$ cat config.mk
export PLATFORM = sky130hd
export DESIGN_NAME = button_bounce_gen
export DESIGN_NICKNAME = d
export VERILOG_FILES = /design/src/rtl/button_pkg.sv /design/src/rtl/button_bounce_gen_lfsr16.sv /design/src/rtl/button_bounce_gen.sv
export SDC_FILE = /design/constraint.sdc
export NUM_CORES = 1
export LEC_CHECK = 0
export CAP_MARGIN = 30
export CORE_ASPECT_RATIO = 1.1
export CORE_MARGIN = 1.5
export CORE_UTILIZATION = 65
export CTS_BUF_LIST = sky130_fd_sc_hd__clkbuf_8 sky130_fd_sc_hd__clkbuf_16
export CTS_CLUSTER_SIZE = 25
export DETAILED_ROUTE_END_ITERATION = 8
export GPL_TIMING_DRIVEN = 0
export HOLD_SLACK_MARGIN = 0.03
export PLACE_DENSITY = 0.95
export SLEW_MARGIN = 20
export SYNTH_ARGS = -nofsm -noshare
export SYNTH_HDL_FRONTEND = slang
export SYNTH_SLANG_ARGS = --single-unit
$ cat constraint.sdc
create_clock -name clk -period 3.9 [get_ports clk]
set_input_delay 0.975 -clock clk [delete_from_list [all_inputs] [get_ports clk]]
set_output_delay 0.975 -clock clk [all_outputs]
set_load 0.01 [all_outputs]
$ cat src/rtl/button_pkg.sv
// Shared types and constants for the bouncing-button generator.
package button_pkg;

   typedef enum logic [2:0] {
      IDLE        = 3'd0,
      GLITCH_AWAY = 3'd1,
      GLITCH_BACK = 3'd2,
      SETTLE      = 3'd3,
      DONE        = 3'd4
   } state_e;

   // Fibonacci taps 16,14,13,11 as a bit mask over q[15:0]
   localparam logic [15:0] LFSR_TAPS = 16'hB400;

   // Debouncer window the settle time has to outlast
   localparam int unsigned DEB_WINDOW = 999999;

endpackage

$ cat src/rtl/button_bounce_gen_lfsr16.sv
// 16-bit Fibonacci LFSR that advances only when step is high.
module lfsr16
   import button_pkg::*;
(
   input  logic        clk,
   input  logic        rstn,
   input  logic        step,
   input  logic [15:0] seed,
   output logic [15:0] q
);

   logic [15:0] q_d, q_q;

   always_comb begin
      q_d = q_q;
      if (step) begin
         q_d = {q_q[14:0], ^(q_q & LFSR_TAPS)};
      end
   end

   always_ff @(posedge clk or negedge rstn) begin
      if (!rstn) begin
         q_q <= seed;
      end else begin
         q_q <= q_d;
      end
   end

   assign q = q_q;

endmodule

$ cat src/rtl/button_bounce_gen.sv
// Bouncing-button generator: turns press/release commands into an active-low
// contact waveform with glitches. Define BOUNCE_LFSR_EN for random glitch widths.
module button_bounce_gen
   import button_pkg::*;
#(
   parameter int unsigned BOUNCE_MAX = 8,
   parameter int unsigned SEG_BITS   = 12,
   parameter int unsigned SEG_FIX    = 1000,
   parameter int unsigned SETTLE_CYC = 1000000,
   parameter logic [15:0] LFSR_SEED  = 16'hACE1,
   parameter bit          SETTLE_CHK = 1'b1
)(
   input  logic       clk,
   input  logic       rstn,
   input  logic       press_req,
   input  logic       release_req,
   input  logic [3:0] n_bounce,
   output logic       busy,
   output logic       done,
   output logic       err,
   output logic       but_o,
   output logic       level_o
);

   localparam logic [31:0] SETTLE_LAST = 32'(SETTLE_CYC - 1);

   // Elaboration-time parameter sanity
   if (LFSR_SEED == 16'h0000) begin : g_bad_seed
      $error("LFSR_SEED must be nonzero");
   end
   if (SEG_BITS < 1 || SEG_BITS > 16) begin : g_bad_seg_bits
      $error("SEG_BITS must be within 1..16");
   end
   if (SEG_FIX < 1) begin : g_bad_seg_fix
      $error("SEG_FIX must be at least 1");
   end
   if (SETTLE_CYC < 1) begin : g_bad_settle_zero
      $error("SETTLE_CYC must be at least 1");
   end
   if (SETTLE_CHK && SETTLE_CYC <= DEB_WINDOW) begin : g_bad_settle
      $error("SETTLE_CYC must exceed the debounce window");
   end

   state_e      state_d, state_q;
   logic        target_d, target_q;
   logic [3:0]  gcnt_d, gcnt_q;
   logic [31:0] cnt_d, cnt_q;
   logic [31:0] seg_last_d, seg_last_q;
   logic        but_d, but_q;
   logic        level_d, level_q;
   logic        busy_d, busy_q;
   logic        done_d, done_q;
   logic        err_d, err_q;

   logic        seg_load_c;
   logic [31:0] seg_next_c;
   logic [3:0]  nb_clamp_c;
   logic        req_bad_c;

`ifdef BOUNCE_LFSR_EN
   logic [15:0] lfsr_q;
   logic        unused_lfsr;

   lfsr16 u_lfsr (
      .clk  (clk),
      .rstn (rstn),
      .step (seg_load_c),
      .seed (LFSR_SEED),
      .q    (lfsr_q)
   );

   // Segment length minus one, taken before the LFSR advances
   assign seg_next_c  = 32'(lfsr_q[SEG_BITS-1:0]);
   assign unused_lfsr = ^lfsr_q;
`else
   logic unused_load;

   assign seg_next_c  = 32'(SEG_FIX - 1);
   assign unused_load = seg_load_c;
`endif

   assign nb_clamp_c = (32'(n_bounce) > BOUNCE_MAX) ? 4'(BOUNCE_MAX) : n_bounce;
   assign req_bad_c  = (press_req && release_req) ||
                       (press_req && level_q) ||
                       (release_req && !level_q);

   always_comb begin
      state_d    = state_q;
      target_d   = target_q;
      gcnt_d     = gcnt_q;
      cnt_d      = cnt_q;
      seg_last_d = seg_last_q;
      but_d      = but_q;
      level_d    = level_q;
      busy_d     = busy_q;
      done_d     = 1'b0;
      err_d      = 1'b0;
      seg_load_c = 1'b0;

      case (state_q)
         IDLE: begin
            if (press_req || release_req) begin
               if (req_bad_c) begin
                  err_d = 1'b1;
               end else begin
                  // A release drives the contact high, a press drives it low
                  target_d = release_req;
                  but_d    = release_req;
                  busy_d   = 1'b1;
                  gcnt_d   = nb_clamp_c;
                  cnt_d    = 32'd0;
                  if (nb_clamp_c != 4'd0) begin
                     state_d    = GLITCH_AWAY;
                     seg_last_d = seg_next_c;
                     seg_load_c = 1'b1;
                  end else begin
                     state_d = SETTLE;
                  end
               end
            end
         end

         GLITCH_AWAY: begin
            if (cnt_q == seg_last_q) begin
               state_d    = GLITCH_BACK;
               but_d      = ~target_q;
               cnt_d      = 32'd0;
               seg_last_d = seg_next_c;
               seg_load_c = 1'b1;
            end else begin
               cnt_d = cnt_q + 32'd1;
            end
         end

         GLITCH_BACK: begin
            if (cnt_q == seg_last_q) begin
               but_d  = target_q;
               cnt_d  = 32'd0;
               gcnt_d = gcnt_q - 4'd1;
               if (gcnt_q != 4'd1) begin
                  state_d    = GLITCH_AWAY;
                  seg_last_d = seg_next_c;
                  seg_load_c = 1'b1;
               end else begin
                  state_d = SETTLE;
               end
            end else begin
               cnt_d = cnt_q + 32'd1;
            end
         end

         SETTLE: begin
            if (cnt_q == SETTLE_LAST) begin
               state_d = DONE;
               cnt_d   = 32'd0;
               done_d  = 1'b1;
               busy_d  = 1'b0;
               level_d = ~target_q;
            end else begin
               cnt_d = cnt_q + 32'd1;
            end
         end

         DONE: begin
            state_d = IDLE;
         end

         default: begin
            state_d = IDLE;
         end
      endcase
   end

   always_ff @(posedge clk or negedge rstn) begin
      if (!rstn) begin
         state_q    <= IDLE;
         target_q   <= 1'b1;
         gcnt_q     <= 4'd0;
         cnt_q      <= 32'd0;
         seg_last_q <= 32'd0;
         but_q      <= 1'b1;
         level_q    <= 1'b0;
         busy_q     <= 1'b0;
         done_q     <= 1'b0;
         err_q      <= 1'b0;
      end else begin
         state_q    <= state_d;
         target_q   <= target_d;
         gcnt_q     <= gcnt_d;
         cnt_q      <= cnt_d;
         seg_last_q <= seg_last_d;
         but_q      <= but_d;
         level_q    <= level_d;
         busy_q     <= busy_d;
         done_q     <= done_d;
         err_q      <= err_d;
      end
   end

   assign busy    = busy_q;
   assign done    = done_q;
   assign err     = err_q;
   assign but_o   = but_q;
   assign level_o = level_q;

endmodule
# After elaboration in Yosys (flattened, before gate mapping)
# Index checks and enable logic that the tools add are counted.
# op_classes
n_shift	0
magnitude_cmp	1
n_mux	39
add_sub_neg	2
n_mul	0
eq_ne	13
n_bitwise	2
reduce_logical	22
div_mod_pow	0
# op_table
op	n
$mux W32	10
$pmux W32 S3	2
$add A32 B1 Y32 const B	1
$eq A32 B20 Y1 const B	1
$eq A32 B32 Y1	1
$mux W4	4
$mux W3	5
$ne A2 B2 Y1 const B	7
$mux W1	12
$pmux W3 S4	1
$reduce_and A5 Y1	2
$pmux W4 S2	1
$reduce_and A4 Y1	2
$reduce_and A7 Y1	1
$eq A3 B2 Y1 const B	2
$reduce_and A3 Y1	2
$reduce_bool A3 Y1	2
$gt A4 B4 Y1 const B	1
$mux W2	2
$ne A4 B1 Y1 const B	1
$reduce_bool A2 Y1	2
$reduce_bool A4 Y1	1
$sub A4 B1 Y4 const B	1
$eq A3 B1 Y1 const B	1
other kinds (9)	14
# word_totals
reg_bits	77
latch_bits	0
elab_cells	89
mem_bits_ro	0
in_bits	8
mem_count	0
ram_bits	0

# Longest topological paths before layout
# Gate-level depths: netlist (run 1).
# depth
depth_word	7
mapped_depth	8
depth_no_buf	8

# Worst setup path after synthesis (run 1)
# Ideal clock, no wire load.
# synth_path
kind	input to register
startpoint	input release_req
endpoint	register cnt_q[21]
arrival_time_ps	2488
cell_stages	6
required_ps	3781
setup_slack_ps	1293
cell_sequence	or3b_2 > a31o_2 > nor3_2 > and4_1 > xnor2_1 > nor2_1
# synth_via
elab_chain_len	5
# synth_lines
item	line_no	text
from (decl)	button_bounce_gen.sv:16	input logic release_req,
$logic_and A1 B1 Y1	button_bounce_gen.sv:83	assign req_bad_c = (press_req && release_req) ||
$logic_or A1 B1 Y1	button_bounce_gen.sv:83	
$logic_or A1 B1 Y1	button_bounce_gen.sv:84	(press_req && level_q) ||
$ne A2 B2 Y1 (no line)	n/a	
$reduce_and A3 Y1 (no line) *	n/a	
to (signal assigned)	button_bounce_gen.sv:190	cnt_q <= cnt_d;
to (decl)	button_bounce_gen.sv:47	logic [31:0] cnt_d, cnt_q;
# Every way passes the cells marked *; elsewhere a longest branch is shown, timed or not.
# A chain may end at the register's enable or synchronous reset.

# Final worst setup path (run 1)
# layout_path
startpoint	input release_req
endpoint	register cnt_q[20]
# The elaborated chain is that of the path after synthesis.

==> flow_metrics.py, run 1 <==
metrics = {
    "layout": {
        "diodes": 0,
        "stdcell_count": 397,
        "drive_gt1_share_pct": 11.6,
        "nets": 355,
        "fin_util_pct": 76.2,
        "area_growth_pct": 10.5,
    },
    "timing": {
        "hold_slack_ps": 526,
        "period_share_pct": 82.4,
        "hold_viol_final": 0,
        "slew_headroom_pct": 42.3,
        "fin_worst_skew_ps": 16.4,
        "slew_viol_final": 0,
        "fmax_mhz": 311,
        "min_period_ps": 3210,
        "tightest_slew_ps": 857,
        "fin_tns_setup_ps": 0,
        "rsz0062_at_grt": "no",
        "setup_viol": 0,
    },
    "grt": {
        "grt_max_degree": 27,
        "antenna_found_initial": 0,
        "overflow": 0,
        "grt_pass1_vias": 2379,
        "grt_use_total_pct": 31.4,
        "grt_pass1_wl_um": 11300,
    },
    "logic_synthesis": {
        "async_reset_ff_share_pct": 100,
        "ys_seq_area_share_pct": 41.6,
        "syn-num-nets": 335,
        "syn-cell-area_mm2": 0.00278,
        "netlist_top_cells_area": "dfrtp_1 (40%), nand2_1 (6.2%), nor2_1 (5.8%), o21ai_0 (3.4%), xnor2_1 (3.2%)",
        "synth_seq_cells": 46,
        "synth.top_cell.area_share_pct": 39.7,
        "yosysUniqueCellTypes": 56,
        "syn_avg_cell_area_um2": 8.57,
        "ys.flop_type": "dfrtp_1",
        "yosys_warnings": 0,
        "synth-edff-count": 0,
        "yosysMostFrequentCell": "nand2_1",
        "synthCells": 324,
        "synth_common_cells": "nand2_1 (46), dfrtp_1 (44), nor2_1 (43)",
        "synth_top_area_cell": "dfrtp_1",
    },
    "hold_path": {
        "hold_class": "reg2reg",
        "hp-start": "busy",
    },
    "power": {
        "power_switching_uw": 186,
        "power_frac_comb_pct": 3.0,
        "sw_frac_of_total_pct": 23.3,
        "sequentialPowerShare_pct": 59.6,
        "p_int_uw": 613,
        "p_per_area_mw_per_mm2": 261,
        "clockPowerShare_pct": 37.4,
        "irDropWorstVdd_uv": 214,
        "leakage_nw": 1.25,
        "finalPower_uw": 799,
    },
    "routing": {
        "drt_drc_violations_left": 0,
        "wire_per_inst_um": 16.7,
        "vias": 2563,
        "firstDrtPassIters": 7,
        "vias_per_cell": 6.46,
        "drt_wl_total_um": 6620,
        "drt_iter0_markers": 293,
        "final_antenna_net_count": 0,
    },
    "cts": {
        "ctsHoldBuffers": 0,
        "insertion_delay_ps": 310,
        "cts_post_setup_buffers_inserted": 0,
        "numCtsBuffers": 5,
        "cts_buffer_depth": 2,
        "cts_resized": 0,
        "cts_root_buffer": "clkbuf_8",
        "cts_sinks": 46,
        "path_clk_slew_ps": 100,
        "tritoncts": "built",
        "htree_num_levels": 2,
    },
    "critical_path": {
        "cp.required_ps": 4090,
        "cp_data_arrival_time_ps": 3410,
        "end_kind": "flop",
        "reg2reg_from": "cnt_q[10]",
        "worstSetupPathType": "in2reg",
        "cp_max_fo": 7,
        "start_kind": "input port",
        "critPathLaunch": "release_req",
    },
    "floorplanning": {
        "coreArea_mm2": 0.00402,
        "die_w_um": 65.3,
        "num_rows": 24,
        "die_h_um": 71.5,
        "start_util_pct": 69.0,
        "die-area_mm2": 0.00467,
        "io-pin-count": 13,
    },
    "placed_design": {
        "io_buffers": 12,
        "dp_hpwl_um": 4790,
        "gp_congestion": 0.899,
        "dp_cells": 389,
    },
    "status": {
        "status": "complete, no violations",
    },
    "run": {
        "maxCapViolations": 0,
    },
}
## kinds of logic (layout without fill, tap and decap cells)
logic type	count (synthesis)	after routing	synth area share (%)
AO/OA/AOI/OAI	65	65	15.8
multiplexers	6	6	2.30
AND/OR/NAND/NOR	166	166	30.5
buffers and inverters	23	44	3.74
flip-flops	46	46	41.6
XOR/XNOR	15	15	4.73
adder cells (fa/ha/maj)	3	3	1.35
## final cells by class
cell class | instances | area (um^2)
timing repair buffer | 13 | 135
sequential | 46 | 1150
clock buffer | 5 | 68.8
inverter | 10 | 37.5
fill | 298 | 957
clock inverter | 3 | 21.3
buffer | 13 | 66.3
multi-input combinational | 255 | 1520
tap | 52 | 65.1
## critical path: stages
cell	delay [ps]
clkdlybuf4s50_1	520
or3b_2	540
a31oi_1	650
nand4_1	310
nor2_1	220
xnor2_1	140
nor2_1	60
## flip-flops by register name, summed over array words and instances (netlist names)
register	count
gcnt_q	4
done	1
busy	1
but_o	1
cnt_q	32
level_o	1
target_q	1
err	1
seg_last_q	1
state_q	3
## per-stage QoR
| step | instance area, um^2 | setup WS [ps] |
|---|---|---|
| after global placement | 2960 | 524 |
| final | 3070 | 685 |
| after CTS | 3070 | 751 |
| after floorplan | 2780 | 1290 |
| after global routing | 3070 | 608 |
| after detailed placement | 2980 | 434 |
## power by group through the flow
stage | sequential [mW] | combinational [mW] | clock, mW
5_1_grt | 0.477 | 0.0275 | 0.318
4_1_cts | 0.477 | 0.0245 | 0.300
3_5_place_dp | 0.486 | 0.0245 | 0
6_report | 0.477 | 0.0240 | 0.298
3_3_place_gp | 0.486 | 0.0219 | 0
2_1_floorplan | 0.486 | 0.00414 | 0
## layout by cell type, fill, tap and decap left out, types with 2 or more instances in the layout
cell and instances:
o21a_1 3, nand4_1 8, clkbuf_1 7, ha_1 3, and2_1 3, o22ai_1 6
nor3_1 14, and2_2 2, mux2i_1 3, dfrtp_1 44, a311oi_1 2, buf_2 3
clkbuf_8 5, o21ai_0 19, and3_1 6, nand2b_1 2, and4_2 2, xor2_1 5
nor4_1 5, a31oi_1 8, o211ai_1 8, nand2_1 46, mux2_2 3, or4_1 2
inv_1 10, xnor2_1 10, buf_4 2, nor2b_1 3, clkdlybuf4s50_1 11, a21oi_1 8
nor2_1 43, nand3_1 12, nor3b_1 4, nor3_2 3, dfstp_2 2, and3_2 2
## path summary, 6_finish.rpt
path | endpoint | slack (ps) | depth (start not counted)
max | cnt_q[20] | 690 | 7
min | busy | 530 | 2
max reg2reg | cnt_q[12] | 1240 | 6
min reg2reg | busy | 530 | 2
max in group asynchronous | but_o | 2710 | 2
min in group asynchronous | cnt_q[29] | 610 | 1
## metal layers
layer | vias up | routed length (um) | global-route usage, %
met2 | 127 | 3230 | 50.7
met1 | 1208 | 2740 | 41.8
met5 | - | 0 | 0
met4 | 0 | 211 | 13.9
li1 | 1201 | - | -
met3 | 27 | 443 | 5.18
Note: power is estimated with default switching activity, not from simulation.
==> inputs of run 2 (changes only) <==
Settings changed: CORE_UTILIZATION 65 to 60, PLACE_DENSITY 0.95 to 0.89.
Clock period 3.9 ns to 3.1 ns, I/O delays scaled along.
==> run 2 against run 1 <==
Net effect:
- critical path depth stayed put
- register-to-register slack lost 750 ps
- combinational power rose by 28%
- setup slack worse by 560 ps
- count of clock-buffer cells in the layout grew 1
- critical endpoint unchanged
- largest cell class unchanged
- largest power group unchanged
==> flow_metrics.py, run 2 (same netlist as run 1, synthesis figures left out) <==
metrics = {
    "run": {
        "maxCapViolations": 0,
    },
    "power": {
        "p_per_area_mw_per_mm2": 332,
        "power_switching_uw": 230,
        "leakage_nw": 1.25,
        "p_int_uw": 792,
        "sw_frac_of_total_pct": 22.5,
        "clockPowerShare_pct": 38.3,
        "finalPower_mw": 1.02,
        "power_frac_comb_pct": 3.0,
        "sequentialPowerShare_pct": 58.7,
        "irDropWorstVdd_uv": 241,
    },
    "routing": {
        "wl_met1_um": 2790,
        "wire_per_inst_um": 15.7,
        "routed-wl-met3_um": 339,
        "wl_met2_um": 3040,
        "drt_drc_violations_left": 0,
        "drt_iter0_markers": 294,
        "firstDrtPassIters": 5,
        "drt_wl_total_um": 6270,
        "vias_per_cell": 6.20,
        "route.top_layer_used": "met4",
        "vias": 2473,
        "final_antenna_net_count": 0,
    },
    "floorplanning": {
        "die_h_um": 74.3,
        "io-pin-count": 13,
        "num_rows": 25,
        "coreArea_mm2": 0.00438,
        "start_util_pct": 63.4,
        "die_w_um": 67.9,
        "die-area_mm2": 0.00505,
    },
    "cts": {
        "cts_root_buffer": "clkbuf_8",
        "cts_resized": 0,
        "cts_post_setup_buffers_inserted": 0,
        "path_clk_slew_ps": 90,
        "htree_num_levels": 2,
        "cts_sinks": 46,
        "ctsHoldBuffers": 0,
        "insertion_delay_ps": 310,
        "cts_buffer_depth": 2,
        "tritoncts": "built",
        "numCtsBuffers": 5,
    },
    "placed_design": {
        "dp_hpwl_um": 4480,
        "dp_slack_ps": -142,
        "dp_cells": 391,
        "io_buffers": 12,
        "gp_congestion": 0.897,
    },
    "grt": {
        "overflow": 0,
        "grt_pass1_wl_um": 10400,
        "grt_max_degree": 28,
        "grt_pass1_vias": 2341,
        "antenna_found_initial": 0,
        "grt_use_total_pct": 27.6,
    },
    "layout": {
        "final_cell_mix": "nand2_1 (46), dfrtp_1 (44), nor2_1 (43)",
        "fin_util_pct": 70.2,
        "largest_register_ffs": 32,
        "drive_gt1_share_pct": 11.6,
        "layout_commonest_cell": "nand2_1",
        "regMostFlops": "cnt_q",
        "nets": 355,
        "area_growth_pct": 10.7,
        "diodes": 0,
        "reg.largest.list": "cnt_q: 32 flops, gcnt_q: 4 flops, state_q: 3 flops",
        "stdcell_count": 399,
    },
    "critical_path": {
        "end_kind": "flop",
        "max_stage_delay_ps": 620,
        "critical-path-slowest-cell": "a31oi_1",
        "worstSetupPathType": "in2reg",
        "cp.required_ps": 3300,
        "cp_max_fo": 7,
        "reg2reg_from": "cnt_q[10]",
        "critPathLaunch": "release_req",
        "path_cells": "clkdlybuf4s50_1 > or3b_2 > a31oi_1 > nand4_1 > nor2_1 > xnor2_1 > nor2_1",
        "cpMostUsedCell": "nor2_1",
        "cp_data_arrival_time_ps": 3180,
        "crit_family": "simple AND/OR/NAND/NOR gates",
        "path_buf_inv": 1,
        "start_kind": "input port",
    },
    "timing": {
        "setup_ws_ps": 121,
        "slew_headroom_pct": 41.3,
        "fmax_mhz": 336,
        "hold_viol_final": 0,
        "rsz0062_at_grt": "no",
        "slew_viol_final": 0,
        "setup_viol": 0,
        "period_share_pct": 96.1,
        "fin_worst_skew_ps": 11.6,
        "tightest_slew_ps": 872,
        "min_period_ps": 2980,
    },
    "status": {
        "status": "complete, no violations",
    },
    "hold_path": {
        "hold_class": "in2async",
    },
}
==> run 2: cell count changes in the layout (fill, tap and decap cells not counted) <==
| cell | before | now |
|---|---|---|
| clkinv_4 | 1 | 0 |
| clkbuf_8 | 5 | 6 |
==> run 2: power by group through the flow <==
stage,registers (mW),logic (mW),clock network (mW)
2_1_floorplan,0.612,0.00521,0
3_3_place_gp,0.612,0.0281,0
3_5_place_dp,0.611,0.0315,0
4_1_cts,0.600,0.0316,0.396
5_1_grt,0.600,0.0346,0.420
6_report,0.600,0.0307,0.391
==> run 2: layout make-up <==
class                   instances  area (um^2)
clock buffers                   6         82.6
repair buffers                 13          135
fillers                       355         1310
flip-flops and latches         46         1150
inverters                      10         37.5
plain buffers                  13         66.3
multi-input cells             255         1520
clock inverters                 2         12.5
well taps                      54         67.6
==> run 2: routing by layer <==
metal	vias to the layer above	track usage (%)
met5	-	0
met4	0	10.4
met3	11	6.05
met2	76	44.9
met1	1183	36.3
li1	1203	-
==> run 2: path summary, 6_finish.rpt <==
kind | to | slack, ps | cells past startpoint
setup / recovery | cnt_q[20] | 120 | 7
hold / removal | cnt_q[30] | 400 | 1
setup reg to reg | cnt_q[28] | 490 | 6
hold reg to reg | busy | 540 | 2
max in group asynchronous | but_o | 2110 | 2
min in group clk | busy | 540 | 2
==> run 2: worst reg2reg max path, stage by stage (launching register included) <==
cell and delay [ps]:
dfrtp_1 450, or4_4 580, nor4_4 500, a21boi_2 270
nor2_2 250, buf_2 290, o211ai_1 150
==> run 2: stage by stage <==
step           hold WS, ps  TNS, ps  cell area [um^2]
2_1_floorplan          479        0              2780
3_3_place_gp           478     -386              2960
3_5_place_dp           519     -746              2980
4_1_cts                422        0              3070
5_1_grt                434        0              3070
6_report               401        0              3070
